[config.mk]
export PLATFORM = sky130hd
export DESIGN_NAME = dmem_lsu
export DESIGN_NICKNAME = d
export VERILOG_FILES = /design/src/rtl/dmem_lsu.sv
export SDC_FILE = /design/constraint.sdc
export NUM_CORES = 1
export LEC_CHECK = 0
export ABC_AREA = 1
export ABC_CLOCK_PERIOD_IN_PS = 8570
export CELL_PAD_IN_SITES_DETAIL_PLACEMENT = 1
export CELL_PAD_IN_SITES_GLOBAL_PLACEMENT = 1
export CORE_MARGIN = 2
export CORE_UTILIZATION = 32
export DETAILED_ROUTE_END_ITERATION = 7
export PLACE_DENSITY = 0.95
export SLEW_MARGIN = 10
export SYNTH_ARGS = -nofsm -noshare
export SYNTH_HDL_FRONTEND = slang
export SYNTH_SLANG_ARGS = --single-unit
[constraint.sdc]
create_clock -name clk -period 8.57 [get_ports clk]
set_input_delay 1.714 -clock clk [delete_from_list [all_inputs] [get_ports clk]]
set_output_delay 1.714 -clock clk [all_outputs]
set_load 0.05 [all_outputs]
[src/rtl/dmem_lsu.sv]
// Load/store unit: turns a core access into a word-aligned memory request
// and runs a valid/ack handshake with a variable-latency data memory.
module dmem_lsu #(
  parameter int TIMEOUT = 16
) (
  input  logic        clk,
  input  logic        reset,
  input  logic        req_valid,
  input  logic        req_we,
  input  logic [2:0]  req_size,
  input  logic [31:0] req_addr,
  input  logic [31:0] req_wdata,
  output logic        stall,
  output logic        misalign,
  output logic        bus_err,
  output logic [31:0] resp_rdata,
  output logic        mem_req,
  output logic [31:0] mem_addr,
  output logic [3:0]  mem_we,
  output logic [31:0] mem_wdata,
  input  logic        mem_ack,
  input  logic [31:0] mem_rdata
);

  localparam int CW = (TIMEOUT > 1) ? $clog2(TIMEOUT) : 1;

  typedef enum logic [1:0] {
    S_IDLE,
    S_BUSY,
    S_DONE
  } state_t;

  state_t      r_state;
  state_t      w_next;
  logic [CW-1:0] r_cnt;
  logic        r_req;
  logic        r_bus_err;
  logic [31:0] r_addr;
  logic [3:0]  r_we;
  logic [31:0] r_wdata;
  logic [31:0] r_rdata;

  logic        w_byte;
  logic        w_half;
  logic        w_word;
  logic        w_go;
  logic        w_tmo;
  logic        w_stall;
  logic [3:0]  w_we;
  logic [31:0] w_wdata;
  logic        w_unused;

  // The unsigned flag only matters to the load formatter downstream.
  assign w_unused = req_size[2];

  assign w_byte = (req_size[1:0] == 2'b00);
  assign w_half = (req_size[1:0] == 2'b01);
  assign w_word = req_size[1];

  assign misalign = req_valid &
                    ((w_half & req_addr[0]) |
                     (w_word & (req_addr[1:0] != 2'b00)));
  assign w_go = req_valid & ~misalign;

  always_comb begin
    w_we    = 4'b0000;
    w_wdata = 32'h0;
    if (req_we) begin
      unique case (1'b1)
        w_byte: begin
          w_we    = 4'b0001 << req_addr[1:0];
          w_wdata = {4{req_wdata[7:0]}};
        end
        w_half: begin
          w_we    = req_addr[1] ? 4'b1100 : 4'b0011;
          w_wdata = {2{req_wdata[15:0]}};
        end
        w_word: begin
          w_we    = 4'b1111;
          w_wdata = req_wdata;
        end
      endcase
    end
  end

  always_comb begin
    w_next  = r_state;
    w_stall = 1'b0;
    w_tmo   = (TIMEOUT != 0) && (r_cnt == CW'(TIMEOUT - 1));
    unique case (r_state)
      S_IDLE: begin
        w_stall = w_go;
        if (w_go) w_next = S_BUSY;
      end
      S_BUSY: begin
        w_stall = 1'b1;
        if (mem_ack || w_tmo) w_next = S_DONE;
      end
      S_DONE: w_next = S_IDLE;
      default: w_next = S_IDLE;
    endcase
  end

  always_ff @(posedge clk or posedge reset) begin
    if (reset) r_state <= S_IDLE;
    else       r_state <= w_next;
  end

  always_ff @(posedge clk or posedge reset) begin
    if (reset) begin
      r_req     <= 1'b0;
      r_bus_err <= 1'b0;
      r_addr    <= 32'h0;
      r_we      <= 4'b0000;
      r_wdata   <= 32'h0;
      r_rdata   <= 32'h0;
      r_cnt     <= '0;
    end else begin
      r_bus_err <= 1'b0;
      unique case (r_state)
        S_IDLE: begin
          if (w_go) begin
            r_addr  <= {req_addr[31:2], 2'b00};
            r_we    <= w_we;
            r_wdata <= w_wdata;
            r_req   <= 1'b1;
            r_cnt   <= '0;
          end
        end
        S_BUSY: begin
          // A load is the only access with no byte enables set.
          if (mem_ack) begin
            r_req <= 1'b0;
            if (r_we == 4'b0000) r_rdata <= mem_rdata;
          end else if (w_tmo) begin
            r_req     <= 1'b0;
            r_bus_err <= 1'b1;
          end else begin
            r_cnt <= r_cnt + CW'(1);
          end
        end
        default: ;
      endcase
    end
  end

  assign stall      = w_stall & ~reset;
  assign bus_err    = r_bus_err;
  assign resp_rdata = r_rdata;
  assign mem_req    = r_req;
  assign mem_addr   = r_addr;
  assign mem_we     = r_we;
  assign mem_wdata  = r_wdata;

endmodule

==> flow_metrics.tcl, run 1 <==
set metrics [dict create \
    status "complete, no violations" \
    ys_top_cells_by_count "nand2_1 (224), dfrtp_1 (106), o21ai_0 (83), inv_1 (53), nor2_1 (20)" \
    synth_top_family_by_area "simple AND/OR/NAND/NOR gates" \
    synth-main-ff-cell "dfrtp_1" \
    drv_cap 0 \
    vias 4377 \
    synth-edff-count 0 \
    rsz0062_at_grt "no" \
    routed_wl_um 15000 \
    startpoint_type "input port" \
    numCtsBuffers 9 \
    design.core.area_um2 13900 \
    place.gp.congestion 0.807 \
    grtUsageMet3_pct 4.90 \
    fillers 1611 \
    place_inst 912 \
    period_minus_slack_ns 5.71 \
    p_leak_uw 0.00340 \
    ys_ff_latch 106 \
    yosysTopAreaCell "dfrtp_1" \
    grt_util_met2_pct 34.8 \
    viasPerCell 4.72 \
    rows 43 \
    finalMaxSlewViolations 0 \
    synth_compound_area_share_pct 9.95 \
    path_class "in -> out" \
    post_cts_buffers 0 \
    finalNetCount 848 \
    busiest_layer "met2" \
    hpwlAfterDp_um 11000 \
    synth_most_common_cell "nand2_1" \
    tritoncts "built" \
    cts_resized 0 \
    antenna_found_initial 0 \
    grt_max_degree 99 \
    critical_path_required_ns 6.86 \
    yosysTopAreaCellShare_pct 57.8 \
    io_buffers 204 \
    pin_count 208 \
    slew_headroom_pct 36.7 \
    peakVddDrop_uv 149 \
    first_global_vias 4618 \
    die_y_um 124 \
    dieArea_um2 15300 \
    async_reset_ff_share_pct 100 \
    grtUsageTotal_pct 19.8 \
    netlist-cell-type-count 25 \
    ant_nets 0 \
    cts.path.max_buffers 2 \
    grt_pass1_wl_um 23100 \
    yosys_warnings 0 \
    fmax_mhz 175 \
    root_buffer "clkbuf_16" \
    seq_area_frac_synth_pct 57.8 \
    muxShareOfSynthArea_pct 0 \
    grt.met1_usage_pct 22.9 \
    cts_max_level 3 \
    drtPass1Iterations 4 \
    hold_path_class "reg -> reg" \
    period_share_pct 66.7 \
    wl_per_cell_um 16.2 \
    syn-cell-area_um2 4590 \
    path_clk_slew_ns 0.07 \
    power_density_nw_per_um2 351 \
    hold_viol 0 \
    avgSynthCellArea_um2 8.31 \
    synth_fa_ha_area_share_pct 0.273 \
    setup_viol 0 \
    synthXorXnorAreaFrac_pct 0.191 \
    grt_overflow_total 0 \
    arrival_ns 4.00 \
    end_kind "primary output" \
    drt_drc_violations_left 0 \
    syn2layout_area_growth_pct 52.8 \
    fp.dieW_um 124 \
    worstMarginPinSlew_ns 0.950 \
    synth_area_leaders "dfrtp_1 (58%), nand2_1 (18%), o21ai_0 (9.1%)" \
    critPathMaxFanout 18 \
    drt_iter0_markers 242 \
    clock_skew_ns 0.00658 \
    cts.sinks 106 \
    clk-insertion-delay-late_ns 0.34 \
    stdcell_count 927 \
    start_util_pct 32.9 \
    antennaDiodeCount 0 \
    fin_setup_tns_ns 0 \
    yosys.area_share.simple_pct 23.6 \
    drive_gt1_share_pct 3.48 \
    postCtsHoldBufs 0 \
    synth_cells 552 \
]
==> cell families (layout without fill, tap and decap cells) <==
| family | Yosys count | in the layout |
|---|---|---|
| and+or+nand+nor | 270 | 270 |
| DFF | 106 | 106 |
| AOI/OAI and AO/OA | 90 | 90 |
| buffers and inverters | 83 | 277 |
| adders and majority gates | 1 | 1 |
| other | 1 | 2 |
| xor gates and xnor gates | 1 | 1 |
==> placed cells by master, fill, tap and decap left out, types with 3 or more instances in the layout <==
| cell type | netlist | routed |
|---|---|---|
| or2_2 | 3 | 3 |
| clkdlybuf4s50_1 | 0 | 204 |
| o21ai_0 | 83 | 83 |
| dfrtp_1 | 106 | 106 |
| nand3_1 | 15 | 15 |
| nand2_1 | 224 | 224 |
| nor2_1 | 20 | 20 |
| clkbuf_16 | 0 | 9 |
| inv_1 | 53 | 52 |
| o22ai_1 | 5 | 5 |
==> area by class of cell <==
| class | instances | area [um^2] | share of cell area (%) |
|---|---|---|---|
| repair buffers | 206 | 2060 | 29.3 |
| clock buffers | 11 | 243 | 3.46 |
| multi-input cells | 364 | 1570 | 22.4 |
| inverters | 56 | 215 | 3.07 |
| flip-flops and latches | 106 | 2650 | 37.8 |
| clock inverters | 4 | 51.3 | 0.731 |
| well taps | 180 | 225 | 3.21 |
==> path summary, 6_finish.rpt <==
path	slack (ns)	endpoint	depth (start not counted)	startpoint
setup / recovery	2.86	stall	7	req_size[1]
min in group asynchronous	1.84	r_cnt[3]$_DFFE_PP0P_	2	reset
max in group asynchronous	5.57	resp_rdata[22]$_DFFE_PP0P_	3	reset
hold / removal	0.48	mem_addr[3]$_DFFE_PP0P_	2	mem_addr[3]$_DFFE_PP0P_
setup reg to reg	6.27	mem_wdata[26]$_DFFE_PP0P_	6	r_state[1]$_DFFE_PP0P_
hold reg to reg	0.48	mem_addr[3]$_DFFE_PP0P_	2	mem_addr[3]$_DFFE_PP0P_
==> through the flow <==
stage / util [%] / worst slack, ns / instance area [um^2] / hold slack (ns) / power [uW]
after floorplan: - / 3.73 / 4590 / 0.495 / 1570
after global placement: 48.2 / 2.86 / 6720 / 0.461 / 2020
after detailed placement: 48.2 / 2.84 / 6720 / 0.469 / 2060
after CTS: 50.3 / 2.83 / 7010 / 0.489 / 2490
after global routing: 50.3 / 2.64 / 7010 / 0.515 / 2580
final: 50.3 / 2.86 / 7010 / 0.482 / 2460
==> registers in the layout, indices dropped and copies added (netlist names) <==
register and count:
r_cnt 4, resp_rdata 32, r_state 2, mem_addr 30
mem_we 4, mem_wdata 32, bus_err 1, mem_req 1
==> layer usage <==
layer	share of wire [%]	up-vias
li1	-	2091
met1	40	2126
met2	51	136
met3	6.5	24
met4	2.5	0
met5	0	-
==> where the power goes <==
group / leakage [uW] / switching (uW) / internal (uW)
sequential: 0.00135 / 108 / 674
clock: 0.000142 / 182 / 234
combinational: 0.00191 / 861 / 403
==> worst max-delay path: stages <==
cell	delay (ns)
clkdlybuf4s50_1	0.77
inv_4	0.25
nand2_4	0.10
nand2_2	0.11
nand3_4	0.08
a21oi_1	0.14
clkdlybuf4s50_1	0.83
No activity file was read; power rests on OpenSTA's default activity.
==> run 2, diff against run 1 <==
--- a/config.mk
+++ b/config.mk
@@ -6,13 +6,13 @@
 export NUM_CORES = 1
 export LEC_CHECK = 0
 export ABC_AREA = 1
-export ABC_CLOCK_PERIOD_IN_PS = 8570
+export ABC_CLOCK_PERIOD_IN_PS = 5600
 export CELL_PAD_IN_SITES_DETAIL_PLACEMENT = 1
 export CELL_PAD_IN_SITES_GLOBAL_PLACEMENT = 1
 export CORE_MARGIN = 2
-export CORE_UTILIZATION = 32
+export CORE_UTILIZATION = 29
 export DETAILED_ROUTE_END_ITERATION = 7
-export PLACE_DENSITY = 0.95
+export PLACE_DENSITY = 0.88
 export SLEW_MARGIN = 10
 export SYNTH_ARGS = -nofsm -noshare
 export SYNTH_HDL_FRONTEND = slang
==> constraint.sdc (replaced) <==
create_clock -name clk -period 5.6 [get_ports clk]
set_input_delay 1.12 -clock clk [delete_from_list [all_inputs] [get_ports clk]]
set_output_delay 1.12 -clock clk [all_outputs]
set_load 0.05 [all_outputs]
==> run 2 against run 1 <==
Compared with the run above: clock-buffer cell count is 1 lower; die area increased by 10%; flip-flop and latch count did not move; via count is 2.9% lower; total power rose by 53%; first-iteration DRC count decreased by 42%; clock skew is 0.0027 ns higher; final cell count rose by 3.5%; routed wire length down 2.6%; combinational power up 53%.
==> flow_metrics.tcl, run 2 (synthesis results as in run 1) <==
set metrics [dict create \
    slew_headroom_pct 38.2 \
    wl_per_cell_um 15.2 \
    p_sw_share_pct 46.7 \
    fillers 1821 \
    crit_top_cell "clkdlybuf4s50_1" \
    antennaDiodeCount 0 \
    p_int_uw 2010 \
    r2r_slack_ns 3.38 \
    io_buffers 204 \
    start_util_pct 30.0 \
    fmax_mhz 223 \
    finalMaxSlewViolations 0 \
    syn2layout_area_growth_pct 54.0 \
    layout_common_cells "nand2_1 (224), clkdlybuf4s50_1 (203), dfrtp_1 (106), o21ai_0 (83), inv_1 (52)" \
    regArea_um2 2650 \
    cpLargestDelayFamily "buffers and inverters" \
    grtUsageTotal_pct 17.5 \
    first_global_vias 4524 \
    utilization_pct 46.1 \
    viasPerCell 4.43 \
    holdPathStages 2 \
    r2r_start "r_state[1]$_DFFE_PP0P_" \
    clk-insertion-delay-late_ns 0.35 \
    cts.sinks 106 \
    rows 45 \
    root_buffer "clkbuf_16" \
    drv_cap 0 \
    worst_slack_ns 1.12 \
    cts_max_level 3 \
    worstReg2RegEnd "mem_wdata[31]$_DFFE_PP0P_" \
    rsz0062_at_grt "no" \
    r2r_cells 6 \
    grt_pass1_wl_um 22900 \
    drtPass1Iterations 4 \
    post_cts_buffers 0 \
    fin_setup_tns_ns 0 \
    seqPwrFrac_pct 31.4 \
    grt_overflow_total 0 \
    wl_met3_um 908 \
    cts_resized 0 \
    hold_path_class "reg -> reg" \
    path_cells "clkdlybuf4s50_1, inv_4, nand2_4, nand2_2, nor2_1, clkdlybuf4s50_1" \
    cpPeakStageDelay_ns 0.97 \
    worstMarginPinSlew_ns 0.924 \
    final_common_cell "nand2_1" \
    m1WireLength_um 5840 \
    cts.path.max_buffers 2 \
    peakVddDrop_uv 239 \
    end_kind "primary output" \
    path_clk_slew_ns 0.07 \
    hold_viol 0 \
    period_share_pct 80.0 \
    grt_max_degree 99 \
    place.gp.congestion 0.772 \
    dp_slack_ns 1.13 \
    pin_count 208 \
    route.met2.wl_um 7470 \
    design.core.area_um2 15300 \
    tritoncts "built" \
    drt_iter0_markers 141 \
    highest_layer "met4" \
    p_comb_share_pct 51.0 \
    power_frac_clock_pct 17.6 \
    drt_drc_violations_left 0 \
    power_density_nw_per_um2 535 \
    hpwlAfterDp_um 10700 \
    antenna_found_initial 0 \
    drive_gt1_share_pct 3.88 \
    fp.dieW_um 130 \
    critPathMaxFanout 18 \
    die_y_um 130 \
    clock_skew_ns 0.00926 \
    path_class "in -> out" \
    critPathBufInv 3 \
    setup_viol 0 \
    min_to "mem_addr[27]$_DFFE_PP0P_" \
    p_sw_uw 1770 \
    status "complete, no violations" \
    arrival_ns 3.36 \
    period_minus_slack_ns 4.48 \
    dieArea_um2 16800 \
    startpoint_type "input port" \
    ant_nets 0 \
    p_leak_uw 0.00341 \
    routed_wl_um 14600 \
    worstHoldStart "mem_addr[27]$_DFFE_PP0P_" \
    postCtsHoldBufs 0 \
    numCtsBuffers 9 \
    critical_path_required_ns 4.48 \
    slowest_stage "clkdlybuf4s50_1" \
    vias 4251 \
    finalNetCount 848 \
    multi_input_area_um2 1570 \
]
run 2: cell types whose count changed in the layout (fill, tap and decap cells not counted):
cell / delta
clkdlybuf4s50_1: -1
inv_6: +1
inv_8: +1
clkbuf_1: -1
buf_4: +1
run 2: worst max-delay path by stage:
stage | to | depth (start not counted) | start | slack [ns]
after floorplan | bus_err$_DFF_PP0_ | 1 | reset | 1.69
after global placement | misalign | 6 | req_size[1] | 1.15
after detailed placement | misalign | 6 | req_size[1] | 1.13
after CTS | misalign | 6 | req_size[1] | 1.12
after global routing | misalign | 6 | req_size[1] | 1.03
final | misalign | 6 | req_size[1] | 1.12
run 2: tightest hold or removal path: stages, from the launching register on:
cell,delay [ns]
dfrtp_1,0.35
nand2_1,0.05
nand2_1,0.05
run 2: area by class of cell:
| cell class | count | area share [%] |
|---|---|---|
| repair buffers | 206 | 29.1 |
| multi-input cells | 364 | 22.2 |
| well taps | 211 | 3.74 |
| clock inverters | 6 | 1.01 |
| inverters | 56 | 3.05 |
| flip-flops and latches | 106 | 37.5 |
| clock buffers | 10 | 3.38 |
run 2: routing by layer:
layer	vias to the layer above	track usage, %
met4	0	7.34
met2	124	31.0
met3	21	4.06
met5	-	0
li1	2089	-
met1	2017	20.2
run 2: power groups by stage:
| stage | registers, uW | clock network, uW | logic [uW] |
|---|---|---|---|
| after floorplan | 2090 | 0 | 320 |
| after global placement | 1180 | 0 | 1910 |
| after detailed placement | 1200 | 0 | 1950 |
| after CTS | 1190 | 691 | 1950 |
| after global routing | 1220 | 720 | 2040 |
| final | 1190 | 664 | 1930 |
run 2: per-stage QoR:
stage | hold slack [ns] | total power, uW | area (um^2) | instances
after floorplan | 0.495 | 2410 | 4590 | 553
after global placement | 0.462 | 3090 | 6760 | 943
after detailed placement | 0.464 | 3150 | 6760 | 943
after CTS | 0.484 | 3830 | 7070 | 959
after global routing | 0.507 | 3980 | 7070 | 959
final | 0.482 | 3780 | 7070 | 959
==> run 3, diff against run 2 <==
--- a/config.mk
+++ b/config.mk
@@ -6,7 +6,7 @@
 export NUM_CORES = 1
 export LEC_CHECK = 0
 export ABC_AREA = 1
-export ABC_CLOCK_PERIOD_IN_PS = 5600
+export ABC_CLOCK_PERIOD_IN_PS = 4200
 export CELL_PAD_IN_SITES_DETAIL_PLACEMENT = 1
 export CELL_PAD_IN_SITES_GLOBAL_PLACEMENT = 1
 export CORE_MARGIN = 2
==> constraint.sdc (replaced) <==
create_clock -name clk -period 4.2 [get_ports clk]
set_input_delay 0.84 -clock clk [delete_from_list [all_inputs] [get_ports clk]]
set_output_delay 0.84 -clock clk [all_outputs]
set_load 0.05 [all_outputs]
==> run 3 against run 2 <==
Compared with the run above: total power grew 33%; clock-buffer cell count grew 2; register-to-register slack lost 1.1 ns; utilization grew 0.22 points; combinational power grew 33%; largest power group unchanged; setup slack lost 0.27 ns; critical path type unchanged; die area is the same; largest cell class unchanged; global-route usage shrank 0.15 points; critical endpoint is now stall; critical path depth grew 1.
==> flow_metrics.tcl, run 3 (synthesis results as in run 1) <==
set metrics [dict create \
    fmax_mhz 298 \
    postCtsHoldBufs 0 \
    drt_iter0_markers 141 \
    critPathMaxFanout 37 \
    viasPerCell 4.46 \
    end_kind "primary output" \
    dieArea_um2 16800 \
    wl_per_cell_um 15.1 \
    ant_nets 0 \
    design_area_um2 7100 \
    cts_max_level 3 \
    r2r_cells 5 \
    hold_path_class "reg -> reg" \
    antenna_found_initial 0 \
    cp-startpoint "req_size[1]" \
    syn2layout_area_growth_pct 54.7 \
    cts.sinks 106 \
    root_buffer "clkbuf_16" \
    drtPass1Iterations 4 \
    worstHoldStart "mem_addr[2]$_DFFE_PP0P_" \
    power_density_nw_per_um2 710 \
    setup_viol 0 \
    vias 4279 \
    antennaDiodeCount 0 \
    path_cells "clkdlybuf4s50_1, inv_4, nand2_4, nand2_2, nand3_4, a21oi_1, buf_12" \
    io_buffers 204 \
    finalMaxSlewViolations 0 \
    drive_gt1_share_pct 4.01 \
    hold_viol 0 \
    worstReg2RegEnd "resp_rdata[10]$_DFFE_PP0P_" \
    hpwlAfterDp_um 10600 \
    critPathBufInv 3 \
    cpLargestDelayFamily "buffers and inverters" \
    clk-insertion-delay-late_ns 0.35 \
    placed_cell_area_um2 6790 \
    grt.met1_usage_pct 20.7 \
    slew_headroom_pct 41.2 \
    min_to "mem_addr[2]$_DFFE_PP0P_" \
    grtUsageMet3_pct 4.39 \
    period_minus_slack_ns 3.36 \
    die_y_um 130 \
    rsz0062_at_grt "no" \
    grt_util_met2_pct 29.8 \
    critical_path_required_ns 3.36 \
    r2r_start "r_state[1]$_DFFE_PP0P_" \
    stdcell_count 959 \
    start_util_pct 30.0 \
    tritoncts "built" \
    final_common_cell "nand2_1" \
    peakVddDrop_uv 284 \
    cts_resized 0 \
    whs_ns 0.478 \
    fillers 1834 \
    place.gp.congestion 0.805 \
    p_leak_uw 0.00343 \
    fp.dieW_um 130 \
    pin_count 208 \
    worstMarginPinSlew_ns 0.879 \
    grtUsageTotal_pct 17.3 \
    r2r_slack_ns 2.29 \
    cpPeakStageDelay_ns 0.48 \
    startpoint_type "input port" \
    drv_cap 0 \
    period_share_pct 79.9 \
    numCtsBuffers 9 \
    design_power_total_uw 5040 \
    routed_wl_um 14500 \
    post_cts_buffers 0 \
    status "complete, no violations" \
    grt_overflow_total 0 \
    finalNetCount 849 \
    place_inst 944 \
    layout_common_cells "nand2_1 (224), clkdlybuf4s50_1 (202), dfrtp_1 (106), o21ai_0 (83), inv_1 (52)" \
    grt_max_degree 65 \
    path_clk_slew_ns 0.06 \
    holdPathStages 2 \
    drt_drc_violations_left 0 \
    grt_pass1_wl_um 22600 \
    busiest_layer "met2" \
    slowest_stage "clkdlybuf4s50_1" \
    clock_skew_ns 0.00835 \
    first_global_vias 4464 \
    rows 45 \
    design.core.area_um2 15300 \
    cts.path.max_buffers 2 \
    arrival_ns 2.52 \
    path_class "in -> out" \
    fin_setup_tns_ns 0 \
]
==> run 3: how the worst max path moves through the flow <==
| stage | endpoint | slack, ns | depth (start not counted) |
|---|---|---|---|
| 5_1_grt | stall | 0.68 | 7 |
| 3_5_place_dp | stall | 0.81 | 7 |
| 2_1_floorplan | bus_err$_DFF_PP0_ | 0.57 | 1 |
| 6_report | stall | 0.84 | 7 |
| 3_3_place_gp | stall | 0.88 | 7 |
| 4_1_cts | stall | 0.80 | 7 |
==> run 3: layer usage <==
metal	part of all wire (%)	routed length, um	vias up
met5	0	0	-
met4	2.2	320	0
met3	6.4	927	22
met2	50	7300	129
met1	41	5940	2031
li1	-	-	2097
==> run 3: area by class of cell <==
class                      instances  area (um^2)  share of cell area [%]
sequential                       106         2650                    37.4
timing repair buffer             207         2080                    29.4
multi-input combinational        364         1570                    22.1
clock buffer                      12          267                    3.75
tap                              211          264                    3.72
inverter                          56          215                    3.03
clock inverter                     3         47.5                   0.670
==> run 3: power breakdown <==
| part | switching (uW) | internal (uW) |
|---|---|---|
| Combinational | 1750 | 826 |
| Sequential | 209 | 1380 |
| Clock | 376 | 510 |
| Total | 2330 | 2710 |
==> run 3: tightest hold or removal path, stage by stage (launching register included) <==
cell and delay, ns:
dfrtp_1 0.34, nand2_1 0.05, nand2_1 0.05
==> run 3: per-stage QoR <==
step	util [%]	worst slack (ns)
final	46.4	0.844
after global routing	46.4	0.681
after CTS	46.4	0.804
after detailed placement	44.3	0.814
after global placement	44.3	0.881
after floorplan	-	0.571
